==> config.mk <==
export PLATFORM = sky130hd
export DESIGN_NAME = me_search_ctrl
export DESIGN_NICKNAME = d
export VERILOG_FILES = /design/src/rtl/me_search_ctrl.sv
export SDC_FILE = /design/constraint.sdc
export NUM_CORES = 1
export LEC_CHECK = 0
export ABC_AREA = 1
export BUFFER_PORTS_ARGS = -buffer_cell sky130_fd_sc_hd__buf_4
export CAP_MARGIN = 30
export CELL_PAD_IN_SITES_DETAIL_PLACEMENT = 0
export CELL_PAD_IN_SITES_GLOBAL_PLACEMENT = 1
export CORE_ASPECT_RATIO = 1.25
export CORE_MARGIN = 10
export CORE_UTILIZATION = 44
export DETAILED_ROUTE_END_ITERATION = 8
export GPL_TIMING_DRIVEN = 0
export PLACE_DENSITY_LB_ADDON = 0.25
export SKIP_CTS_REPAIR_TIMING = 1
export SYNTH_ARGS = -nofsm -noshare
export SYNTH_HDL_FRONTEND = slang
export SYNTH_SLANG_ARGS = --single-unit
==> constraint.sdc <==
create_clock -name clk -period 2.35 [get_ports clk]
set_input_delay 0.3525 -clock clk [delete_from_list [all_inputs] [get_ports clk]]
set_output_delay 0.3525 -clock clk [all_outputs]
set_load 0.02 [all_outputs]
==> src/rtl/me_search_ctrl.sv <==
//------------------------------------------------------------------------------
// me_search_ctrl : full-search motion estimation pass sequencer (TB load,
//                  raster window stream, PE drain) driving the address generator.
// Revision       : 1.0
//------------------------------------------------------------------------------
`default_nettype none

module me_search_ctrl #(
    parameter int SW_W    = 64,
    parameter int TB_W    = 16,
    parameter int ADDR_SW = 12,
    parameter int ADDR_TB = 8,
    parameter int DRAIN   = 4
) (
    input  logic                    clk,
    input  logic                    rst,
    input  logic                    start,
    input  logic                    abort,
    input  logic                    mem_rdy,
    output logic                    clr,
    output logic                    en_tb,
    output logic                    en_sw,
    output logic [$clog2(SW_W)-1:0] sw_x,
    output logic [$clog2(SW_W)-1:0] sw_y,
    output logic                    cand_valid,
    output logic                    busy,
    output logic                    done
);

    localparam int XW = $clog2(SW_W);
    localparam int DW = (DRAIN > 1) ? $clog2(DRAIN) : 1;

    localparam logic [XW-1:0]      C_X_LAST     = XW'(SW_W - 1);
    localparam logic [XW-1:0]      C_CAND_MIN   = XW'(TB_W - 1);
    localparam logic [ADDR_TB-1:0] C_TB_LAST    = ADDR_TB'(TB_W * TB_W - 1);
    localparam logic [DW-1:0]      C_DRAIN_LAST = DW'(DRAIN - 1);

    // Geometry must match the address generator's address widths exactly.
    if ((SW_W * SW_W != 2 ** ADDR_SW) || (TB_W * TB_W != 2 ** ADDR_TB) ||
        (TB_W > SW_W) || (DRAIN < 1)) begin : g_param_chk
        $error("me_search_ctrl: inconsistent geometry parameters");
    end

    typedef enum logic [2:0] {
        S_IDLE      = 3'd0,
        S_CLEAR     = 3'd1,
        S_LOAD_TB   = 3'd2,
        S_STREAM_SW = 3'd3,
        S_DRAIN     = 3'd4,
        S_DONE      = 3'd5
    } state_t;

    state_t             state_q, state_d;
    logic [ADDR_TB-1:0] tb_cnt_q, tb_cnt_d;
    logic [XW-1:0]      sw_x_q, sw_x_d;
    logic [XW-1:0]      sw_y_q, sw_y_d;
    logic [DW-1:0]      drain_cnt_q, drain_cnt_d;

    always_ff @(posedge clk or posedge rst) begin
        if (rst) begin
            state_q     <= S_IDLE;
            tb_cnt_q    <= '0;
            sw_x_q      <= '0;
            sw_y_q      <= '0;
            drain_cnt_q <= '0;
        end else begin
            state_q     <= state_d;
            tb_cnt_q    <= tb_cnt_d;
            sw_x_q      <= sw_x_d;
            sw_y_q      <= sw_y_d;
            drain_cnt_q <= drain_cnt_d;
        end
    end

    always_comb begin
        state_d     = state_q;
        tb_cnt_d    = tb_cnt_q;
        sw_x_d      = sw_x_q;
        sw_y_d      = sw_y_q;
        drain_cnt_d = drain_cnt_q;
        en_tb       = 1'b0;
        en_sw       = 1'b0;

        case (state_q)
            S_IDLE: begin
                if (start && !abort) state_d = S_CLEAR;
            end
            S_CLEAR: begin
                tb_cnt_d    = '0;
                sw_x_d      = '0;
                sw_y_d      = '0;
                drain_cnt_d = '0;
                state_d     = S_LOAD_TB;
            end
            S_LOAD_TB: begin
                en_tb = mem_rdy;
                if (mem_rdy) begin
                    if (tb_cnt_q == C_TB_LAST) begin
                        tb_cnt_d = '0;
                        state_d  = S_STREAM_SW;
                    end else begin
                        tb_cnt_d = tb_cnt_q + 1'b1;
                    end
                end
            end
            S_STREAM_SW: begin
                en_sw = mem_rdy;
                if (mem_rdy) begin
                    if (sw_x_q == C_X_LAST) begin
                        sw_x_d = '0;
                        if (sw_y_q == C_X_LAST) begin
                            sw_y_d  = '0;
                            state_d = S_DRAIN;
                        end else begin
                            sw_y_d = sw_y_q + 1'b1;
                        end
                    end else begin
                        sw_x_d = sw_x_q + 1'b1;
                    end
                end
            end
            S_DRAIN: begin
                if (drain_cnt_q == C_DRAIN_LAST) begin
                    drain_cnt_d = '0;
                    state_d     = S_DONE;
                end else begin
                    drain_cnt_d = drain_cnt_q + 1'b1;
                end
            end
            S_DONE: begin
                state_d = S_IDLE;
            end
            default: begin
                state_d = S_IDLE;
            end
        endcase

        // Abort overrides everything; the beat already presented this cycle still counts.
        if (abort && (state_q != S_IDLE)) begin
            state_d     = S_IDLE;
            tb_cnt_d    = '0;
            sw_x_d      = '0;
            sw_y_d      = '0;
            drain_cnt_d = '0;
        end
    end

    assign clr        = (state_q == S_CLEAR);
    assign done       = (state_q == S_DONE);
    assign busy       = (state_q != S_IDLE) && (state_q != S_DONE);
    assign sw_x       = sw_x_q;
    assign sw_y       = sw_y_q;
    assign cand_valid = en_sw && (sw_x_q >= C_CAND_MIN) && (sw_y_q >= C_CAND_MIN);

endmodule

`default_nettype wire

# Yosys cells after proc, flatten, opt, wreduce, memory -nomap -nowiden
# Cells that the tools add are included.
word_totals:
  register_bits: 25
  inputBits: 5
  out_inout_bits: 18
  word_cells: 70
op_classes:
  add_sub_neg: 4
  magnitude_cmp: 2
  n_eq_ne: 17
  n_mux: 27
  n_reduce_logical: 15
ops:
  columns: ["op", "count"]
  rows:
  - ["two-way mux 6 bit", 7]
  - ["two-way mux 3 bit", 8]
  - ["two-way mux 8 bit", 3]
  - ["inequality test 3 bit, second input constant", 8]
  - ["one-hot mux 6 bit (2 select lines)", 2]
  - ["one-hot mux 8 bit (2 select lines)", 1]
  - ["one-hot mux 3 bit (5 select lines)", 1]
  - ["adder 6 x 1 -> 6 bit, second input constant", 2]
  - ["== test 6 bit, second input constant", 2]
  - ["greater-or-equal comparator 6 x 4 -> 1 bit, second input constant", 2]
  - ["nonzero test 3 bit", 4]
  - ["adder 8 x 1 -> 8 bit, second input constant", 1]
  - ["== test 8 bit, second input constant", 1]
  - ["AND reduction 7 bit", 1]
  - ["== test 3 x 2 -> 1 bit, second input constant", 2]
  - ["== test 3 bit, second input constant", 2]
  - ["logical AND 1 bit", 5]
  - ["two-way mux 2 bit", 2]
  - ["one-hot mux 2 bit (2 select lines)", 1]
  - ["AND reduction 2 bit", 2]
  - ["== test 3 x 1 -> 1 bit, second input constant", 1]
  - ["zero test 3 bit", 1]
  - ["AND reduction 3 bit", 1]
  - ["adder 2 x 1 -> 2 bit, second input constant", 1]
  - ["3 further kinds", 4]

# Logic depth before layout (Yosys ltp)
# Gate-level depths: netlist of run 1.
logic_depth:
  ltp_word: 6
  depth_mapped: 10
  ltp_nobuf: 10

# Worst setup path before layout of run 1
# No wires, ideal clock.
synth_timing:
  kind: "register to output"
  from: "register state_q[1]"
  to: "output cand_valid"
  t_arrival_ns: 1.415
  required_ns: 1.997
  path_slack_ns: 0.582
  path_stages_with_launch: 6
  n_path_buf: 0
  path_cell_list: "dfrtp_1 -> nand2_4 -> nor2_2 -> inv_2 -> nor2_1 -> o221a_2"
synth_between:
  elab_chain_cells: 4
synth_lines:
  columns: ["element", "line_no", "rtl"]
  rows:
  - ["start: declaration", "53", "state_t state_q, state_d;"]
  - ["start signal: assignment", "67", "state_q <= state_d;"]
  - ["== test 3 x 2 -> 1 bit", "84", "case (state_q)"]
  - ["two-way mux 1 bit", "84", null]
  - ["net en_sw", "22", "output logic en_sw,"]
  - ["logical AND 1 bit (2 in series)", "153", "assign cand_valid = en_sw && (sw_x_q >= C_CAND_MIN) && (sw_y_q >= C_CAND_MIN);"]
  - ["end: declaration", "25", "output logic cand_valid,"]
# The timed path passes the listed nets, and every way through them passes these cells.

# Worst setup path in the final report of run 1
layout_timing:
  from: "register state_q[1]"
  to: "output cand_valid"
layout_between:
  elab_chain_cells: 4
layout_lines:
  columns: ["element", "line_no"]
  rows:
  - ["== test 3 x 2 -> 1 bit", "84"]
  - ["two-way mux 1 bit", "84"]
  - ["logical AND 1 bit (2 in series)", "153"]
# No other way between the ends.

==> flow_summary.ini, run 1 <==
[placed_design]
dp.cells = 298
gp_congestion = 0.840
portBuffers = 22
hpwlAfterDp_um = 3140
preCtsSetupSlack_ns = 0.563

[floorplanning]
effective_utilization_at_floorplan_pct = 45.2
chipHeight_um = 89.4
dieWidth_um = 75.5
core-area_um2 = 3750
design.portCount = 23
placement_rows = 25
die-area_um2 = 6750

[route]
via_count = 1575
antenna_violating_nets_post_route = 0
via_per_inst = 5.22
drc = 0
detail_route.wirelength_um = 4010
drt-pass1-iter-count = 4
first_iter_violations = 122
routedWlPerCell_um = 13.3

[clock_tree]
worstSkewPairLatency_ns = 0.27
cts_made_buffers = 3
tritoncts = yes
root_buffer = clkbuf_8
htreeDepth = 1
cts.path.max_buffers = 2
clock_sinks = 25
clkTransAtPathRegs_ns = 0.09

[critical_path]
worstPathMaxFanout = 7
cp_data_arrival_time_ns = 1.73
rr_startpoint = sw_y[1]
startpoint_kind_of_the_worst_setup_timing_path = register
crit_path_top_delay_cell = dfrtp_1
crit_path_cell_trace = nand2_4 -> nor2_2 -> inv_2 -> nor2_1 -> o221a_2 -> buf_4
crit_start = state_q[1]
worst_ep_required_time_ns = 2.00
timing.critical_path.slowest_cell_delay_ns = 0.51
worst-setup-path-type = register to output port
crit_path_end_kind = output port

[timing]
report.final.hold_viol_count = 0
maxSlewHeadroom_pct = 71.7
fin_ws_ns = 0.268
final_setup_violation_count = 0
rsz0062_at_grt = no
setup_total_negative_slack_ns = 0
max_freq_mhz = 480
final_max_slew_viol_count = 0
worst-slew-pin-transition_ns = 0.424
worst_clock_skew_ns = 0.00643
post-route-min-period_ns = 2.08
part_of_the_cycle_the_worst_path_needs_pct = 88.6

[cells_and_area]
syn2layout_area_growth_pct = 17.0
post_route_cells_drive_above_1_share_pct = 22.1
nNetsFinal = 272
multi_input_area_um2 = 925
area.sequential_um2 = 626
stdcell_count = 302
total_inserted_antenna_cells = 0
fillers = 381

[run]
max_cap_viol_count = 0

[synthesis]
ys_types = 30
synth-seq-area-share_pct = 36.9
number_of_nets_produced_by_synthesis = 244
synthesis.area_um2 = 1700
syn_inst = 235
syn_area_per_cell_um2 = 7.21
synth.yosys.warnings = 0
synth_seq_cells = 25

[grt]
global_route.overflow_total = 0
vias_in_the_first_global_route = 1552
wire_length_of_the_first_global_routing_pass_um = 7040
grt_max_degree = 19
total_grt_usage_pct = 13.2
grt_antenna_before_repair = 0

[outcome]
outcome = completed

[power]
powerDensity_nw_per_um2 = 872
ir_drop_uv = 362
power.leakage_uw = 0.00107

[worst_hold_path]
hold_path.class = input port to async pin
cells in the mapped netlist:
library cell	count	area, um2
or2_2	3	18.8
nor3_4	1	16.3
o21ai_1	6	30.0
nand3_4	1	17.5
inv_2	4	15.0
buf_2	1	5.00
nand2_4	2	22.5
inv_1	25	93.8
buf_12	1	20.0
o221a_2	1	11.3
o21a_1	1	7.51
ha_1	4	50.1
a21oi_1	2	10.0
xnor2_1	1	8.76
dfrtp_1	25	626
o21bai_1	1	7.51
nand3_1	19	95.1
nand2_1	67	251
nand4_1	12	75.1
nor2_2	2	12.5
o21ai_2	5	43.8
or2_1	1	6.26
nand4_2	1	12.5
buf_6	1	11.3
nor2_1	27	101
nand3b_1	1	7.51
o21ai_0	6	30.0
nand2_2	7	43.8
nand3_2	2	20.0
nor3_1	5	25.0
layer usage:
metal  vias up  GRT usage, %  wire [um]
met5         -             0          0
met3         7          2.89        172
met1       721          16.1       1790
met4         0          4.40         59
met2        29          22.3       1980
li1        818             -          -
kinds of logic (layout without fill, tap and decap cells):
group                      Yosys count  count (layout)  share of synthesized area (%)
and+or+nand+nor                    151             151                           42.8
DFF                                 25              25                           36.9
buffers and inverters               32              59                           8.56
xor gates and xnor gates             1               1                          0.517
adders and majority gates            4               4                           2.95
AOI/OAI and AO/OA                   22              22                           8.27
critical path, delay by kind of cell (launching register included):
kind | cells | cell delay (ns)
AND/OR/NAND/NOR | 3 | 0.51
buffers and inverters | 2 | 0.22
flip-flops | 1 | 0.51
AO/OA/AOI/OAI | 1 | 0.21
layout by cell type, fill, tap and decap left out, types with 2 or more instances in the layout:
master | Yosys | final
nand2_1 | 67 | 67
o21ai_0 | 6 | 6
nand3_1 | 19 | 19
nand2_2 | 7 | 7
nand3_2 | 2 | 2
inv_1 | 25 | 25
clkbuf_8 | 0 | 3
buf_4 | 0 | 22
dfrtp_1 | 25 | 25
nor3_1 | 5 | 5
inv_2 | 4 | 4
ha_1 | 4 | 4
nand4_1 | 12 | 12
o21ai_1 | 6 | 6
a21oi_1 | 2 | 2
nor2_1 | 27 | 27
nor2_2 | 2 | 2
o21ai_2 | 5 | 5
nand2_4 | 2 | 2
or2_2 | 3 | 3
flip-flops by register name (all words and copies together), names as in the netlist:
register     flops
sw_x             6
sw_y             6
state_q          3
drain_cnt_q      2
tb_cnt_q         8
path summary, 6_finish.rpt:
kind                             endpoint  slack, ns  depth (start not counted)
setup / recovery               cand_valid       0.27                          6
hold / removal                    sw_x[4]       0.07                          2
setup reg to reg               state_q[0]       0.68                         10
hold reg to reg            drain_cnt_q[1]       0.49                          2
max in group asynchronous     tb_cnt_q[6]       1.84                          3
min in group clk              tb_cnt_q[1]       0.44                          4
power by group:
| part | internal (uW) | switching (uW) | total [uW] |
|---|---|---|---|
| clock | 121 | 139 | 260 |
| sequential | 476 | 72.3 | 548 |
| combinational | 317 | 605 | 921 |
through the flow:
stage	power, uW	hold slack, ns	utilization [%]	cell area (um2)
after floorplan	1250	0.380	-	1700
after global placement	1480	0.461	50.9	1910
after detailed placement	1490	0.377	51.6	1940
after CTS	1760	0.0671	52.8	1980
after global routing	1890	0.0740	52.8	1980
final	1730	0.0690	52.8	1980
cell type report:
type                    instances  share of cell area [%]
plain buffers                   3                    1.83
clock buffers                   4                    2.27
inverters                      29                    5.49
multi-input cells             178                    46.6
flip-flops and latches         25                    31.5
well taps                      40                    2.52
repair buffers                 23                    9.72
Note: power is estimated with default switching activity, not from simulation.
==> run 2, diff against run 1 <==
Settings changed: PLACE_DENSITY_LB_ADDON 0.25 to 0.15.
==> run 2 against run 1 <==
Compared with the run above: wire length down 3.7%; critical path type unchanged; power up 0.26%; clock-buffer cell count down 1; non-clock buffer count unchanged; critical path depth unchanged; cell area up 0.19%; critical endpoint unchanged; combinational power about the same.
==> flow_summary.ini, run 2 (same netlist as run 1, synthesis figures left out) <==
[outcome]
outcome = completed

[timing]
rsz0062_at_grt = no
maxSlewHeadroom_pct = 69.8
hold_ws_ns = 0.0732
max_freq_mhz = 478
report.final.hold_viol_count = 0
final_setup_violation_count = 0
worst-slew-pin-transition_ns = 0.449
post-route-min-period_ns = 2.09
worst_clock_skew_ns = 0.00891
final_max_slew_viol_count = 0
part_of_the_cycle_the_worst_path_needs_pct = 89.1
setup_total_negative_slack_ns = 0

[cells_and_area]
largest_register = tb_cnt_q
nNetsFinal = 272
largest_register_ffs = 8
total_inserted_antenna_cells = 0
final_core_util_pct = 52.9
layout.cells.most_common_list = nand2_1 (67), nor2_1 (27), inv_1 (25), dfrtp_1 (25), buf_4 (22)
post_route_cells_drive_above_1_share_pct = 22.5
layout.cells.most_common = nand2_1
final_cell_area_um2 = 1990
syn2layout_area_growth_pct = 17.2

[grt]
grt_max_degree = 18
met1_usage_pct = 15.2
global_route.usage.met3_pct = 2.44
busiest_layer = met2
total_grt_usage_pct = 12.7
grt_antenna_before_repair = 0
wire_length_of_the_first_global_routing_pass_um = 6870
vias_in_the_first_global_route = 1533
global_route.overflow_total = 0
use_met2_pct = 21.9

[critical_path]
worstPathMaxFanout = 7
crit_path_end_kind = output port
reg2reg_setup_slack_ns = 0.69
cp_data_arrival_time_ns = 1.74
worst-setup-path-type = register to output port
startpoint_kind_of_the_worst_setup_timing_path = register
worst_ep_required_time_ns = 2.00
timing.critical_path.slowest_cell_delay_ns = 0.51
critical-path-top-delay-family = simple AND/OR/NAND/NOR gates
critical_path_buf_inv_count = 2
crit_path_top_delay_cell = dfrtp_1
crit_path_cell_trace = nand2_4 -> nor2_2 -> inv_2 -> nor2_1 -> o221a_2 -> buf_4

[floorplanning]
dieWidth_um = 75.5
die-area_um2 = 6750
placement_rows = 25
effective_utilization_at_floorplan_pct = 45.2
design.portCount = 23
chipHeight_um = 89.4
core-area_um2 = 3750

[power]
clockPowerShare_pct = 15.4
power.internal_uw = 913
powerDensity_nw_per_um2 = 873
share_seq_of_total_power_pct = 31.6
power.combinational.fraction_pct = 53.0
ir_drop_uv = 454
power_uw = 1730
power.net_switching_uw = 821
power.leakage_uw = 0.00107
swShare_pct = 47.4

[clock_tree]
tritoncts = yes
clock_sinks = 25
cts.path.max_buffers = 2
cts_made_buffers = 3
clkTransAtPathRegs_ns = 0.10
root_buffer = clkbuf_8
htreeDepth = 1
worstSkewPairLatency_ns = 0.27

[route]
routedWlPerCell_um = 12.8
drc = 0
drt-pass1-iter-count = 4
first_iter_violations = 117
via_count = 1567
detail_route.wirelength_um = 3860
via_per_inst = 5.19
antenna_violating_nets_post_route = 0

[placed_design]
placement.cell_area_um2 = 1940
portBuffers = 22
gp_congestion = 0.839
hpwlAfterDp_um = 3110

[worst_hold_path]
hold_path.class = input port to async pin

[run]
max_cap_viol_count = 0
## run 2: layer usage
layer / part of all wire [%] / wire (um) / vias up
li1: - / - / 823
met1: 46 / 1760 / 717
met2: 49 / 1910 / 22
met3: 3.7 / 141 / 5
met4: 1.3 / 50 / 0
met5: 0 / 0 / -
## run 2: worst reg2reg max path: cells and delay by family (launching register included)
family	cells	cell delay [ns]
simple gates	9	0.93
flops	1	0.44
fa+ha+maj	1	0.19
## run 2: stage by stage
stage	setup WS, ns	std cells
final	0.257	302
after global routing	0.126	302
after CTS	0.242	302
after detailed placement	0.567	298
after global placement	0.530	297
after floorplan	0.582	235
## run 2: power by group through the flow
stage | Sequential (uW) | Clock (uW) | Combinational (uW)
finish | 548 | 267 | 920
global route | 557 | 295 | 1040
CTS | 548 | 279 | 936
detailed placement | 556 | 0 | 930
global placement | 557 | 0 | 933
floorplan | 556 | 0 | 692
## run 2: cell type report
type                            instances  area (um2)
Fill cell                             389        1770
Clock buffer                            3        41.3
Tap cell                               40        50.0
Clock inverter                          1        7.51
Buffer                                  3        36.3
Timing Repair Buffer                   23         193
Sequential cell                        25         626
Multi-Input combinational cell        178         925
Inverter                               29         109
## run 2: path summary, 6_finish.rpt
check / cells after the start / endpoint / from
min: 2 / sw_y[2] / rst
min reg2reg: 2 / drain_cnt_q[1] / drain_cnt_q[1]
max reg2reg: 10 / state_q[1] / sw_x[0]
max in group asynchronous: 3 / drain_cnt_q[1] / rst
min in group clk: 4 / tb_cnt_q[1] / abort
max: 6 / cand_valid / state_q[1]
==> run 3, diff against run 2 <==
Settings changed: CORE_ASPECT_RATIO 1.25 to 0.9.
==> run 3 against run 2 <==
Compared with the run above: largest cell class unchanged; combinational power is essentially flat; sequential share of layout area shrank 0.079 points; register-to-register slack about the same; die area down 0.18%; sequential power is essentially flat.
==> flow_summary.ini, run 3 (same netlist as run 1, synthesis figures left out) <==
[grt]
total_grt_usage_pct = 12.0
vias_in_the_first_global_route = 1471
global_route.overflow_total = 0
grt_max_degree = 21
grt_antenna_before_repair = 0
wire_length_of_the_first_global_routing_pass_um = 6930

[clock_tree]
cts_made_buffers = 3
worstSkewPairLatency_ns = 0.28
cts.path.max_buffers = 2
tritoncts = yes
htreeDepth = 1
clock_sinks = 25
root_buffer = clkbuf_8
clkTransAtPathRegs_ns = 0.10

[power]
share_seq_of_total_power_pct = 31.6
power.leakage_uw = 0.00107
ir_drop_uv = 364
swShare_pct = 47.6
power.internal_uw = 912
power.net_switching_uw = 827
power.combinational.fraction_pct = 53.1
powerDensity_nw_per_um2 = 873
clockPowerShare_pct = 15.3

[placed_design]
hpwlAfterDp_um = 3140
gp_congestion = 0.809
preCtsSetupSlack_ns = 0.587
placement.cell_area_um2 = 1950
portBuffers = 22

[floorplanning]
placement_rows = 21
die-area_um2 = 6740
dieWidth_um = 85.4
design.portCount = 23
effective_utilization_at_floorplan_pct = 45.8
core-area_um2 = 3700
chipHeight_um = 78.9

[timing]
worst-slew-pin-transition_ns = 0.447
worst_clock_skew_ns = 0.0140
post-route-min-period_ns = 2.03
report.final.hold_viol_count = 0
final_max_slew_viol_count = 0
final_setup_violation_count = 0
setup_total_negative_slack_ns = 0
part_of_the_cycle_the_worst_path_needs_pct = 86.4
fin_ws_ns = 0.319
maxSlewHeadroom_pct = 69.9
rsz0062_at_grt = no
max_freq_mhz = 492

[cells_and_area]
nNetsFinal = 272
total_inserted_antenna_cells = 0
final_core_util_pct = 53.8
final_cell_area_um2 = 1990
layout.cells.most_common_list = nand2_1 (67), nor2_1 (27), inv_1 (25), dfrtp_1 (25), buf_4 (22)
layout.cells.most_common = nand2_1
post_route_cells_drive_above_1_share_pct = 22.5
syn2layout_area_growth_pct = 17.5
largest_register = tb_cnt_q
largest_register_ffs = 8

[route]
drt-pass1-iter-count = 4
routedWlPerCell_um = 12.8
via_count = 1551
via_per_inst = 5.04
antenna_violating_nets_post_route = 0
first_iter_violations = 37
detail_route.wirelength_um = 3940
drc = 0

[critical_path]
worst_ep_required_time_ns = 2.00
worstPathMaxFanout = 7
startpoint_kind_of_the_worst_setup_timing_path = register
worstReg2RegEnd = state_q[1]
cp_data_arrival_time_ns = 1.68
worst-setup-path-type = register to output port
rr_startpoint = sw_y[0]
timing.critical_path.slowest_cell_delay_ns = 0.51
crit_path_cell_trace = nand2_4 -> nor2_2 -> inv_2 -> nor2_1 -> o221a_2 -> buf_4
crit_path_end_kind = output port
reg2reg_setup_slack_ns = 0.69
crit_path_top_delay_cell = dfrtp_1
reg2regPathDepth = 10

[run]
max_cap_viol_count = 0

[outcome]
outcome = completed

[worst_hold_path]
hold_path.class = input port to async pin
==> run 3: cell count changes in the layout (fill, tap and decap cells not counted) <==
cell,delta
clkinv_2,+1
clkinvlp_4,-1
==> run 3: how the worst max path moves through the flow <==
stage                          start  slack, ns  depth (start not counted)    endpoint
after floorplan           state_q[1]       0.58                          5  cand_valid
after global routing      state_q[1]       0.21                          6  cand_valid
after global placement    state_q[1]       0.56                          6  cand_valid
final                     state_q[1]       0.32                          6  cand_valid
after detailed placement  state_q[1]       0.59                          6  cand_valid
after CTS                 state_q[1]       0.26                          6  cand_valid
==> run 3: per-stage QoR <==
| stage | hold WS, ns | std cells | power (uW) |
|---|---|---|---|
| after CTS | 0.0193 | 308 | 1760 |
| after global placement | 0.468 | 303 | 1490 |
| after floorplan | 0.380 | 235 | 1250 |
| after global routing | 0.0315 | 308 | 1880 |
| after detailed placement | 0.329 | 304 | 1490 |
| final | 0.0140 | 308 | 1740 |
==> run 3: cell type report <==
cell class	count	area [um2]
buffer	3	36.3
clock buffer	3	41.3
timing repair buffer	23	193
fill	364	1710
clock inverter	1	5.00
sequential	25	626
tap	46	57.6
multi-input combinational	178	925
inverter	29	109
==> run 3: per-layer routing <==
| layer | global-route usage (%) | part of all wire [%] |
|---|---|---|
| met5 | 0 | 0 |
| met4 | 1.97 | 0.63 |
| met3 | 3.67 | 5.1 |
| met2 | 19.1 | 44 |
| met1 | 15.9 | 50 |
==> run 3: power by group through the flow <==
stage	Combinational (uW)	Sequential, uW	Clock, uW
3_3_place_gp	930	556	0
4_1_cts	932	549	275
6_report	923	549	267
3_5_place_dp	930	558	0
2_1_floorplan	692	556	0
5_1_grt	1030	560	288
==> run 3: critical path: cells and delay by family, from the launching register on <==
kind / cells / cell delay (ns)
flops: 1 / 0.51
buf+inv: 2 / 0.22
simple gates: 3 / 0.47
compound gates: 1 / 0.20
